**src/rtl/fetch_ctrl.sv**
```systemverilog
// Instruction fetch controller: single outstanding request, one-entry holding register, redirect/kill.
// Optional macro FETCH_CTRL_ALIGN_CHECK_EN rejects misaligned redirects and pulses misalign.
module fetch_ctrl #(
    parameter logic [31:0] START_ADDR = 32'h0000_0000
) (
    input  logic        clk,
    input  logic        rst,
    input  logic        set_pc,
    input  logic [31:0] new_pc,
    output logic        imem_req,
    output logic [31:0] imem_addr,
    input  logic        imem_gnt,
    input  logic        imem_rvalid,
    input  logic [31:0] imem_rdata,
    output logic        inst_valid,
    input  logic        inst_ready,
    output logic [31:0] inst,
    output logic [31:0] inst_pc,
    output logic [31:0] pc,
    output logic        misalign
);

    typedef enum logic [1:0] {
        S_REQ  = 2'd0,
        S_WAIT = 2'd1,
        S_HOLD = 2'd2
    } state_t;

    state_t      state, state_n;
    logic [31:0] pc_n;
    logic        kill, kill_n;
    logic        capture;
    logic        bad_align;
    logic        redir;

`ifdef FETCH_CTRL_ALIGN_CHECK_EN
    assign bad_align = set_pc && (new_pc[1:0] != 2'b00);
`else
    assign bad_align = 1'b0;
`endif

    // A rejected (misaligned) redirect behaves exactly as if set_pc were low.
    assign redir     = set_pc && !bad_align;
    assign imem_addr = pc;

    always_ff @(posedge clk) begin
        if (rst) begin
            state    <= S_REQ;
            pc       <= START_ADDR;
            kill     <= 1'b0;
            inst     <= '0;
            inst_pc  <= '0;
            misalign <= 1'b0;
        end else begin
            state    <= state_n;
            pc       <= pc_n;
            kill     <= kill_n;
            misalign <= bad_align;
            if (capture) begin
                inst    <= imem_rdata;
                inst_pc <= pc;
            end
        end
    end

    always_comb begin
        state_n    = state;
        pc_n       = pc;
        kill_n     = kill;
        capture    = 1'b0;
        imem_req   = 1'b0;
        inst_valid = 1'b0;

        case (state)
            S_REQ: begin
                imem_req = !redir;
                if (redir) begin
                    pc_n = new_pc;
                end else if (imem_gnt) begin
                    state_n = S_WAIT;
                end
            end
            S_WAIT: begin
                if (redir) begin
                    pc_n = new_pc;
                end
                // Data for a superseded request is dropped whether the redirect came earlier or now.
                if (imem_rvalid) begin
                    if (kill || redir) begin
                        kill_n  = 1'b0;
                        state_n = S_REQ;
                    end else begin
                        capture = 1'b1;
                        state_n = S_HOLD;
                    end
                end else if (redir) begin
                    kill_n = 1'b1;
                end
            end
            S_HOLD: begin
                inst_valid = !redir;
                if (redir) begin
                    pc_n    = new_pc;
                    state_n = S_REQ;
                end else if (inst_ready) begin
                    pc_n    = pc + 32'd4;
                    state_n = S_REQ;
                end
            end
            default: begin
                state_n = S_REQ;
            end
        endcase

        if (rst) begin
            imem_req   = 1'b0;
            inst_valid = 1'b0;
        end
    end

endmodule

```
**config.mk**
```make
export PLATFORM = sky130hd
export DESIGN_NAME = fetch_ctrl
export DESIGN_NICKNAME = d
export VERILOG_FILES = /design/src/rtl/fetch_ctrl.sv
export SDC_FILE = /design/constraint.sdc
export NUM_CORES = 1
export LEC_CHECK = 0
export CAP_MARGIN = 20
export CORE_MARGIN = 2
export CORE_UTILIZATION = 39
export CTS_BUF_LIST = sky130_fd_sc_hd__clkbuf_4
export DETAILED_ROUTE_END_ITERATION = 10
export PLACE_DENSITY = 0.84
export SYNTH_ARGS = -nofsm -noshare
export SYNTH_HDL_FRONTEND = slang
export SYNTH_SLANG_ARGS = --single-unit
```
**constraint.sdc**
```tcl
create_clock -name clk -period 1.7 [get_ports clk]
set_clock_uncertainty 0.05 [all_clocks]
set_input_delay 0.34 -clock clk [delete_from_list [all_inputs] [get_ports clk]]
set_output_delay 0.34 -clock clk [all_outputs]
set_load 0.03 [all_outputs]
```
==> flow_summary.yaml <==
pwr:
  peakVddDrop_v: 0.0003127
  leakagePower_nw: 3.272
  p_per_area_nw_per_um2: 606.2
clock_network:
  insertion_delay_ns: 0.45
  clk_pin_slew_ns: 0.14
  ctsHoldBuffers: 0
  cts_tree: "done"
  cts_buffer_depth: 2
  cts_buffers: 9
  htreeDepth: 3
  cts_sinks: 99
  root_buffer: "clkbuf_4"
sta:
  max_freq_mhz: 520.6
  period_needed_ns: 1.921
  setup_viol: 89
  finalHoldViolCount: 0
  fin_tns_setup_ns: -10.71
  setup_slack_ns: -0.2207
  rsz0062_at_grt: "yes"
  drv_slew: 0
  post-route-period-util: 1.130
detailed_routing:
  drt_pre_antenna_iters: 5
  drtIter0Drc: 383
  route.detailed.drc: 0
  vias: 5290
  drtAntennaViolNets: 0
  wire_per_inst_um: 17.07
  wirelength_um: 16800
  vias_per_cell: 5.376
global_routing:
  grt_use_total: 0.2430
  grt_start_max_net_pins: 65
  antenna_found_initial: 1
  first_global_vias: 4995
  grt_pass1_wl_um: 24900
  grt_overflow: 0
placed_design:
  gp_congestion: 0.8587
  hpwl_um: 11400
  placed_cell_area_um2: 7091
  port_buffers: 199
worst_setup_path:
  critPathSlowestCell: "dfxtp_2"
  crit_chain: "buf_6, nor3b_4, buf_6, nand2b_4, inv_2, buf_6"
  critical-path-max-stage-delay_ns: 0.38
  reg2reg_slack_ns: -0.21
  critPathKind: "reg2out"
  r2r-end: "imem_addr[31]$_SDFFE_PP0P_"
  critPathMaxFanout: 4
  reg2reg_from: "imem_addr[5]$_SDFFE_PP0P_"
  critPathMostFrequentCell: "buf_6"
  startpoint_type: "flop"
  path_buf_inv: 4
  crit_path_end_kind: "primary output"
  cp-startpoint: "state[1]$_SDFFE_PP0P_"
  worstRegToRegCells: 6
  required_ns: 1.31
  crit_family: "buffers and inverters"
  cp.arrival_ns: 1.53
synthesis:
  yosys.cell_types.count: 56
  avgSynthCellArea_um2: 7.677
  synth_area_leaders: "dfxtp_1 44%, nand2_1 13%, a21oi_1 10%"
  syn_area_um2: 4522
  ys_warn_count: 0
  synthArstFlopShare: 0
  syn_nets: 660
  synth-main-ff-cell: "dfxtp_1"
  synth_top_area_cell: "dfxtp_1"
  syn_inst: 589
  yosysSeqAreaShare: 0.4383
  ys_ff_latch: 99
  synth_edf_count: 0
  synth_top_area_share: 0.4383
final_layout:
  areaGrowthSynthToFinish_pct: 69.87
  final_common_cell: "nand2_1"
  layout.nets: 906
  drive_gt1_frac: 0.3226
  design_area_um2: 7681
  layout_common_cells: "154 x nand2_1, 82 x buf_4, 81 x a21oi_1"
  fillers: 892
die:
  dieHeight_um: 111.7
  design.core.area_um2: 11370
  initial_core_util: 0.3977
  die_w_um: 111.7
  die_area_um2: 12470
  std_cell_rows: 39
  io_pins: 201
status:
  status: "finished, violations left"
  violations: "negative setup slack"
hold_path:
  hp-class: "in2reg"
  worstHoldStart: "rst"
  hold_depth: 2
  hold_path_end: "imem_addr[1]$_SDFFE_PP0P_"
job:
  maxCapViolations: 0
-- routing by layer --
layer	global-route usage	vias up	wire length (um)
li1	-	2494	-
met1	0.3017	2533	6691
met2	0.4287	234	8598
met3	0.03919	29	1174
met4	0.08148	0	337
met5	0	-	0
-- kinds of logic after synthesis --
kind of cell / count (synthesis) / synth area share
and+or+nand+nor: 256 / 0.2573
AOI/OAI and AO/OA: 151 / 0.1973
DFF: 99 / 0.4383
buffers and inverters: 77 / 0.09408
muxes: 4 / 0.009408
adders and majority gates: 1 / 0.002767
other: 1 / 0.0008293
-- layout make-up --
type                    instances  area, um2  area share
clock buffers                  10      75.07    0.009774
multi-input cells             413       2455      0.3196
flip-flops and latches         99       2026      0.2637
repair buffers                310       2905      0.3782
well taps                     143      178.9     0.02329
inverters                       2      7.507   0.0009774
diodes                          1      2.502   0.0003258
clock inverters                 6      31.28    0.004072
-- repair_timing --
item | 4_1_cts | 5_1_grt
endpoints found under the hold margin | 0 | 0
cloned | 0 | 2
gates resized for setup | 261 | 113
pin swaps | 9 | 20
buffers inserted | 7 | 12
setup endpoints to repair | 212 | 113
-- through the flow --
step / util / power [W] / hold slack [ns] / instances / worst slack [ns]
after floorplan: - / 0.003032 / 0.3866 / 589 / -0.1829
final: 0.6756 / 0.004656 / 0.1725 / 984 / -0.2207
after CTS: 0.6418 / 0.004604 / 0.1467 / 969 / -0.2050
after global placement: 0.6236 / 0.003532 / 0.3912 / 946 / -0.5307
after detailed placement: 0.6236 / 0.003551 / 0.3954 / 946 / -0.5423
after global routing: 0.6756 / 0.004821 / 0.1613 / 984 / -0.2559
-- synthesized netlist by cell type (5+ instances only) --
master	number
a211oi_1	6
dfxtp_1	99
nor3_1	10
buf_4	34
buf_2	7
a21oi_1	90
nand4_1	6
buf_1	7
nand2_1	157
a311oi_1	5
nand3_1	16
nor2_1	27
or3_1	5
o22ai_1	5
clkbuf_1	27
o21ai_0	13
a31oi_1	7
a22oi_1	5
-- sequential cells by signal, indices dropped and copies added (netlist names) --
name / count
imem_addr: 32
inst: 32
inst_pc: 32
kill: 1
state: 2
-- how the worst max path moves through the flow --
| stage | end | depth (start not counted) |
|---|---|---|
| floorplan | imem_addr[31]$_SDFFE_PP0P_ | 7 |
| global placement | imem_addr[6]$_SDFFE_PP0P_ | 7 |
| detailed placement | imem_addr[4]$_SDFFE_PP0P_ | 7 |
| CTS | imem_req | 4 |
| global route | inst_valid | 6 |
| finish | inst_valid | 6 |
-- report_power, final --
| group | total, W | internal, W | switching, W |
|---|---|---|---|
| clock network | 0.00110 | 0.000306 | 0.000798 |
| registers | 0.00245 | 0.00239 | 0.0000555 |
| logic | 0.00111 | 0.000504 | 0.000601 |
| total | 0.00466 | 0.00320 | 0.00145 |
Note: power is estimated with default switching activity, not from simulation.
